==> config.mk <==
export PLATFORM = sky130hd
export DESIGN_NAME = multu_sequencer
export DESIGN_NICKNAME = d
export VERILOG_FILES = /design/src/rtl/multu_sequencer.sv
export SDC_FILE = /design/constraint.sdc
export NUM_CORES = 1
export LEC_CHECK = 0
export ABC_AREA = 1
export CAP_MARGIN = 20
export CORE_MARGIN = 2
export CORE_UTILIZATION = 40
export CTS_BUF_LIST = sky130_fd_sc_hd__clkbuf_8
export DETAILED_ROUTE_END_ITERATION = 8
export PLACE_DENSITY = 0.75
export SLEW_MARGIN = 20
export SYNTH_ARGS = -nofsm -noshare
export SYNTH_HDL_FRONTEND = slang
export SYNTH_SLANG_ARGS = --single-unit
==> constraint.sdc <==
create_clock -name clk -period 5.3 [get_ports clk]
set_input_delay 0.53 -clock clk [delete_from_list [all_inputs] [get_ports clk]]
set_output_delay 0.53 -clock clk [all_outputs]
set_load 0.05 [all_outputs]
==> src/rtl/multu_sequencer.sv <==
// Multi-cycle unsigned multiplier with architectural HI/LO registers.
// Radix-2 shift-add over WIDTH cycles; stalls the core while a multiply is in flight.
//
// state | meaning
// IDLE  | no multiply in flight; MTHI/MTLO writes and new starts accepted
// RUN   | shift-add iteration, one multiplier bit per cycle
module multu_sequencer #(
    parameter int WIDTH = 32
) (
    input  logic             clk,
    input  logic             reset,
    input  logic             start,
    input  logic [WIDTH-1:0] srca,
    input  logic [WIDTH-1:0] srcb,
    input  logic             rdhilo,
    input  logic             wrhi,
    input  logic             wrlo,
    input  logic [WIDTH-1:0] wdata,
    output logic             busy,
    output logic             stall,
    output logic             done,
    output logic [WIDTH-1:0] hi,
    output logic [WIDTH-1:0] lo
);

    localparam int            CW   = (WIDTH > 1) ? $clog2(WIDTH) : 1;
    localparam logic [CW-1:0] LAST = CW'(WIDTH - 1);

    typedef enum logic {
        IDLE = 1'b0,
        RUN  = 1'b1
    } state_t;

    state_t           state, state_nxt;
    logic [CW-1:0]    cnt, cnt_nxt;
    logic [WIDTH-1:0] mcand, mcand_nxt;
    logic [WIDTH-1:0] mplier, mplier_nxt;
    logic [WIDTH:0]   acc, acc_nxt;
    logic [WIDTH-1:0] hi_nxt, lo_nxt;
    logic             done_nxt;

    logic [WIDTH-1:0] addend;
    logic [WIDTH:0]   sum;
    logic [2*WIDTH:0] shifted;

    // acc stays below 2^WIDTH after every shift, so WIDTH+1 bits hold the sum
    always_comb begin
        addend  = mplier[0] ? mcand : '0;
        sum     = acc + {1'b0, addend};
        shifted = {sum, mplier} >> 1;
    end

    assign busy  = (state == RUN);
    assign stall = busy & (start | rdhilo | wrhi | wrlo);

    always_comb begin
        state_nxt  = state;
        cnt_nxt    = cnt;
        mcand_nxt  = mcand;
        mplier_nxt = mplier;
        acc_nxt    = acc;
        hi_nxt     = hi;
        lo_nxt     = lo;
        done_nxt   = 1'b0;

        case (state)
            IDLE: begin
                // start takes priority; a concurrent MTHI/MTLO is dropped
                if (start) begin
                    mcand_nxt  = srca;
                    mplier_nxt = srcb;
                    acc_nxt    = '0;
                    cnt_nxt    = '0;
                    state_nxt  = RUN;
                end else begin
                    if (wrhi) hi_nxt = wdata;
                    if (wrlo) lo_nxt = wdata;
                end
            end
            RUN: begin
                acc_nxt    = shifted[2*WIDTH:WIDTH];
                mplier_nxt = shifted[WIDTH-1:0];
                cnt_nxt    = cnt + CW'(1);
                if (cnt == LAST) begin
                    hi_nxt    = shifted[2*WIDTH-1:WIDTH];
                    lo_nxt    = shifted[WIDTH-1:0];
                    done_nxt  = 1'b1;
                    state_nxt = IDLE;
                end
            end
            default: state_nxt = IDLE;
        endcase
    end

    always_ff @(posedge clk) begin
        if (reset) begin
            state  <= IDLE;
            cnt    <= '0;
            mcand  <= '0;
            mplier <= '0;
            acc    <= '0;
            hi     <= '0;
            lo     <= '0;
            done   <= 1'b0;
        end else begin
            state  <= state_nxt;
            cnt    <= cnt_nxt;
            mcand  <= mcand_nxt;
            mplier <= mplier_nxt;
            acc    <= acc_nxt;
            hi     <= hi_nxt;
            lo     <= lo_nxt;
            done   <= done_nxt;
        end
    end

endmodule
* Word-level counts from Yosys, hierarchy flattened
Index checks and enable logic that the tools add are counted.
** Word-level totals
- Register bits after elaboration :: 168
- Output and inout port bits :: 67
- Word-level logic and storage cells :: 44
** Operators by class
- $add $sub $neg :: 2
- Eq/ne operators :: 6
- Muxes and demuxes :: 19
- Bitwise gates (word level) :: 5
- Reduce and logical (&&, ||, !) cells :: 4
** Operators with widths (count)
- 32-bit two-way mux :: 8
- 32-bit one-hot mux with 2 select lines :: 3
- 33-bit one-hot mux with 2 select lines :: 1
- 33-bit by 32-bit adder with 33-bit output :: 1
- 33-bit two-way mux :: 1
- 5-bit one-hot mux with 2 select lines :: 1
- 2-bit != test, second input constant :: 4
- 3-bit AND reduction :: 2
- 5-bit by 1-bit adder with 5-bit output, second input constant :: 1
- 5-bit equality test, second input constant :: 1
- 5-bit two-way mux :: 1
- 1-bit two-way mux :: 3
- 1-bit OR :: 3
- 2-bit by 1-bit != test with 1-bit output, second input constant :: 1
- 1-bit one-hot mux with 2 select lines :: 1
- 2-bit AND reduction :: 1
- 2-bit OR reduction :: 1
- 1-bit bitwise AND :: 1
- 1-bit NOT :: 1

* Longest topological paths before layout
Gate-level depths: netlist (run 1).
- Word-level depth :: 4
- Depth in mapped cells :: 16
- Depth with buffers taken out :: 15

* Least setup slack after synthesis (run 1)
Ideal clock, no wire load.
- Kind :: register -> output
- From :: register state, in the netlist busy
- To :: output stall
- Data arrival time :: 1.983 ns
- Required time :: 4.770 ns
- Slack :: 2.787 ns
- Cell stages (with the launch flop) :: 6
- Path through :: dfxtp_1 -> buf_6 -> clkinv_1 -> buf_2 -> buf_2 -> nor2_1
** On the way
- Longest elaborated chain between the ends :: 1
** RTL lines
- from (decl) :: RTL line 34 : state_t state, state_nxt;
- from (signal assigned) :: RTL line 106 : state <= state_nxt;
- 1-bit bitwise AND :: RTL line 54 : assign stall = busy & (start | rdhilo | wrhi | wrlo);
- to (decl) :: RTL line 20 : output logic stall,
No other way between the ends.

* Worst setup path after layout (run 1)
- From :: register state, in the netlist busy
- To :: output busy
** RTL lines
- to (decl) :: RTL line 19 : output logic busy,
No word-level cell between the ends.

==> metrics.txt, run 1 <==
outcome=finished, final reports clean; CTS sink count=167; Slew HR=a little under a third; most common cell in the synthesized netlist=nand2_1; die height=about 150 um; filler cell count=between 2000 and 2500; Async SR Flop Fraction=0%; Syn Area/Cell=6.489 sq um; post-DP HPWL=~19000 um; Post-Synth Adder-Cell Area=about 4.9%; Worst IR Drop VDD=0.0001298 V; Worst-Skew Late Latency=about 0.48 ns; gr ovfl total=0; simple-gate share of the synthesized area=around a third; Critical Path Fanout Max=43; diode count=0; DRT iter0 DRCs=~640; setup bufs post-CTS=0; routed vias/inst=5.011; Yosys top cell by area=dfxtp_1; CTS tree=built; largest net degree at the start of global routing=85; core area=approximately 22000 sq um; met3 routed WL=approximately 1500 um; hold crit path type=reg -> reg; num rows=55; register area share after synthesis=a little under two fifths; clock buffer depth=2; via count=a little over 9000; area delta synth->final=23.98%; Arr. time, crit path=around 2.6 ns; synth top area cells=dfxtp_1 (37%), nand2_1 (19%), inv_1 (7.4%); vias in the first global route=roughly 8500; # hold bufs at CTS=0; CP Launch Type=flop; layout net count=approximately 1700; first-pass GRT wire length=42460 um; Reg clk slew, reported paths=around 0.09 ns; max layer used=met4; initial antenna violation count=0; top_reg_cell synth=dfxtp_1; final setup violation count=0; P_leak=approximately 5.5 nW; worst-margin pin slew=a little over 1 ns; crit path time final=3.093 ns; Req. time, crit path=between 4 and 5 ns; GP Congestion=0.9002; top cell type's share of synthesized area=between 30% and 40%; WL/cell=14.51 um; RSZ-0062 raised after global routing=false; H-tree depth reported by CTS=4; Syn Nets=around 1500; fin cells=roughly 1800; top cells by count, synth=nand2_1 (451), inv_1 (179), dfxtp_1 (167); initial core utilization=just over 40%; CTS Buf Count=17; Die Wd=between 150 and 200 um; Crit Path Category=reg -> out; DRC viols=0; PortBufs=between 150 and 200; skew final=around 0.015 ns; mapped cell area=just over 9000 sq um; final hold violation count=0; total track usage=22.06%; routed wire length=around 26000 um; post-synthesis compound-gate area fraction=between 10% and 20%; Seq cells post-synth=about 170; Post-Synth XOR/XNOR Area=less than 1%; PostCTS Resize Cnt=0; setup TNS=0 ns; post-synthesis cell type count=42; Final Slew Violations=0; PwrDens=roughly 250 nW/um^2; mux contribution to synthesized area=0%; Tcrit/Tclk final=58.36%; clk root buf=clkbuf_8; Max Fclk=around 320 MHz; Post-synth EDFFs=0; Worst setup EP type=output port; warnings from Yosys=0; Pre-antenna DRT Iters=5; largest family of logic cells by synthesized area=simple AND/OR/NAND/NOR gates; DP Cell Count=between 1500 and 2000; layout cells sized above 1=between 5 and 6%; Routed Antenna Nets=0; Post-Route M1 WL=between 10000 and 15000 um; metal2 WL=roughly 13000 um; Die ar.=approximately 24000 sq um; MaxCap Viol Count=0; Cells after Synth=approximately 1400; io pins=between 150 and 200
## flip-flops by register name, summed over array words and instances, names as in the netlist
signal	flops
acc	32
busy	1
cnt	5
done	1
hi	32
lo	32
mcand	32
mplier	32
## final cells by class
| class | instances | area, sq um | share of cell area (%) |
|---|---|---|---|
| clock buffers | 17 | 234.0 | 2.082 |
| multi-input cells | 980 | 4740 | 42.17 |
| well taps | 285 | 356.6 | 3.173 |
| flip-flops and latches | 167 | 3346 | 29.77 |
| repair buffers | 172 | 1712 | 15.23 |
| clock inverters | 15 | 148.9 | 1.325 |
| inverters | 186 | 701.9 | 6.246 |
## cell usage in the layout, fill, tap and decap left out, types with 34 or more instances in the layout
| master | Yosys | final |
|---|---|---|
| a21oi_1 | 112 | 112 |
| a31oi_1 | 41 | 41 |
| clkdlybuf4s50_1 | 0 | 168 |
| dfxtp_1 | 167 | 165 |
| ha_1 | 34 | 34 |
| inv_1 | 179 | 179 |
| nand2_1 | 451 | 451 |
| nand3_1 | 58 | 58 |
| nor2_1 | 105 | 105 |
| o21ai_0 | 98 | 98 |
## layer usage
metal | vias up | track usage [%]
li1 | 4685 | -
met1 | 4130 | 27.84
met2 | 268 | 38.03
met3 | 47 | 4.119
met4 | 0 | 7.187
met5 | - | 0
## final timing paths
kind                            startpoint      to  slack, ns  cells after the start
worst max-delay path                  busy    busy       2.21                      2
worst min-delay path                acc[0]  acc[0]       0.48                      2
worst max register to register        busy  hi[23]       2.21                      6
worst min register to register      acc[0]  acc[0]       0.48                      2
## logic make-up after synthesis
group,after synthesis
simple gates,675
xor+xnor,1
flops,167
buf+inv,250
compound gates,269
fa+ha+maj,35
## worst max-delay path, stage by stage (launching register included)
cell and delay [ns]:
dfxtp_2 0.60, buf_4 0.57, clkdlybuf4s50_1 0.91
## stage by stage
step / util (%) / area, sq um / hold WS (ns) / setup WS [ns] / total power [mW]
6_report: 50.09 / 11240 / 0.4768 / 2.207 / 2.774
5_1_grt: 50.09 / 11240 / 0.4925 / 1.910 / 2.879
4_1_cts: 50.09 / 11240 / 0.4774 / 2.186 / 2.785
3_5_place_dp: 48.39 / 10860 / 0.4640 / 2.045 / 1.882
3_3_place_gp: 48.37 / 10850 / 0.4448 / 2.112 / 1.876
2_1_floorplan: - / 9065 / 0.4284 / 2.787 / 1.682
## power breakdown
part           leakage, nW  internal, mW  switching [mW]  total (mW)
clock                0.201         0.353           0.567       0.920
sequential            1.37          1.32          0.0466        1.37
combinational         3.97         0.184           0.301       0.485
(Power assumes the default switching activity.)
==> run 2, diff against run 1 <==
clock period = 3.1 ns   (was 5.3 ns; I/O delays follow)
==> run 2 against run 1 <==
Via count grew 0.82%. Clock power up 73%. Wire length is 4.3% higher. Largest cell class unchanged.
==> metrics.txt, run 2 (same netlist as run 1, synthesis figures left out) <==
Die Wd=154.5 um (unchanged); routed wire length=27580 um (+4.3%); CTS Buf Count=17 (unchanged); Sw Share=32.83% (-0.12 points); diode count=0 (unchanged); layout net count=1672 (+0.66%); MaxCap Viol Count=0 (unchanged); flop-to-flop setup slack=0.65 ns (-1.56 ns); skew final=0.01386 ns (-0.001273 ns); Req. time, crit path=2.79 ns (-1.98 ns); initial antenna violation count=0 (unchanged); sequential share of power=48.8% (-0.6 points); PortBufs=168 (unchanged); highest-count cells in the layout ignoring fill and taps=nand2_1 (451), inv_1 (178), clkdlybuf4s50_1 (168); combinational power share=17.9% (+0.4 points); Worst IR Drop VDD=0.0002788 V (+110%); largest net degree at the start of global routing=58 (-32%); setup TNS=0 ns (unchanged); most common cell after layout, fill and taps aside=nand2_1; CTS sink count=167 (unchanged); layout cells sized above 1=6.654% (+0.67 points); Critical path origin=busy; PwrDens=421.5 nW/um^2 (+71%); Worst Reg-to-Reg Cells=11 (+5); setup bufs post-CTS=0 (unchanged); outcome=finished, final reports clean; Crit Path Category=reg -> out; total track usage=23.44% (+1.4 points); vias in the first global route=8855 (+3.6%); initial core utilization=40.41% (unchanged); Util after Layout=50.61% (+0.52 points); final hold violation count=0 (unchanged); RSZ-0062 raised after global routing=false; routed vias/inst=5.022 (+0.22%); Pre-antenna DRT Iters=5 (unchanged); area delta synth->final=25.26%; hold crit path type=in -> reg; Critical Path Fanout Max=24 (-44%); CP Launch Type=flop; Arr. time, crit path=2.16 ns (-0.40 ns); Clock power frac=33.3% (about the same); post-DP HPWL=20650 um (+7.0%); P_sw=1.571 mW (+72%); crit path time final=~2.5 ns; clock buffer depth=2 (unchanged); GP Congestion=0.9333 (+3.7%); fin area=11350 sq um (+1.0%); DP Cell Count=1801 (+0.61%); PostCTS Resize Cnt=0 (unchanged); Pint=3.214 mW (+73%); Routed Antenna Nets=0 (unchanged); gr ovfl total=0 (unchanged); cells along the critical path=inv_2, nor2_1, clkdlybuf4s50_1; io pins=169 (unchanged); crit-path max cell delay=0.80 ns (-0.11 ns); CTS tree=built; Slew HR=53.21% (+23 points); Final Slew Violations=0 (unchanged); final setup violation count=0 (unchanged); Reg-to-Reg Start=mplier[0]; WL/cell=15.04 um (+3.7%); max layer used=met4; Reg clk slew, reported paths=0.10 ns (about the same); Worst setup EP type=output port; clk root buf=clkbuf_8; H-tree depth reported by CTS=4 (unchanged); fin cells=1833 (+0.60%); metal2 WL=13130 um (+3.0%); placed cell areas=10960 sq um (+0.96%); DRT iter0 DRCs=546 (-14%); num rows=55 (unchanged); P_leak=5.604 nW (+1.2%); DRC viols=0 (unchanged); first-pass GRT wire length=44660 um (+5.2%); Worst-Skew Late Latency=0.49 ns (about the same); via count=9205 (+0.82%); Hold Startpoint=wdata[15]; Worst R2R End=hi[7]; met3 routed WL=1386 um (-5.3%); core area=22430 sq um (unchanged); worst-margin pin slew=0.7008 ns (-0.3386 ns); Critical Path End=stall; Post-Route M1 WL=11940 um (+2.4%); Worst path slowest cell=clkdlybuf4s50_1; pre-CTS WS=0.6505 ns (-1.394 ns); Die ar.=23880 sq um (unchanged); Max Fclk=around 400 MHz; die height=154.5 um (unchanged); worst setup margin=0.6342 ns (-1.572 ns); Tcrit/Tclk final=about four fifths; # hold bufs at CTS=0 (unchanged)
run 2: per-layer routing:
layer / vias to the layer above / track usage [%]
li1: 4700 / -
met1: 4150 / 29.01
met2: 278 / 40.03
met3: 77 / 3.783
met4: 0 / 10.85
met5: - / 0
run 2: through the flow:
| stage | power [mW] | hold slack (ns) |
|---|---|---|
| 4_1_cts | 4.820 | 0.3979 |
| 5_1_grt | 4.978 | 0.4162 |
| 3_3_place_gp | 3.233 | 0.4447 |
| 2_1_floorplan | 2.876 | 0.4284 |
| 6_report | 4.786 | 0.4173 |
| 3_5_place_dp | 3.241 | 0.4458 |
run 2: power by group through the flow:
| stage | Combinational [mW] | Sequential [mW] | Clock, mW |
|---|---|---|---|
| 2_1_floorplan | 0.332 | 2.54 | 0 |
| 3_3_place_gp | 0.851 | 2.38 | 0 |
| 3_5_place_dp | 0.857 | 2.38 | 0 |
| 4_1_cts | 0.861 | 2.34 | 1.62 |
| 5_1_grt | 0.926 | 2.35 | 1.70 |
| 6_report | 0.857 | 2.33 | 1.59 |
run 2: worst min-delay path by stage:
| stage | end | slack [ns] | depth (start not counted) |
|---|---|---|---|
| final | lo[15] | 0.42 | 3 |
| after global routing | hi[3] | 0.42 | 3 |
| after CTS | lo[15] | 0.40 | 3 |
| after detailed placement | cnt[3] | 0.45 | 1 |
| after global placement | cnt[3] | 0.44 | 1 |
| after floorplan | cnt[3] | 0.43 | 1 |
run 2: critical path: cells and delay by family, from the launching register on:
family                 cells  cell delay (ns)
buffers and inverters      2             0.89
DFF                        1             0.67
and+or+nand+nor            1             0.12
run 2: cell type report:
type                    instances  area, sq um
clock inverters                14        147.6
repair buffers                183         1819
clock buffers                  18        247.7
well taps                     285        356.6
inverters                     186        699.4
flip-flops and latches        167         3344
multi-input cells             980         4740
fillers                      2283        11080
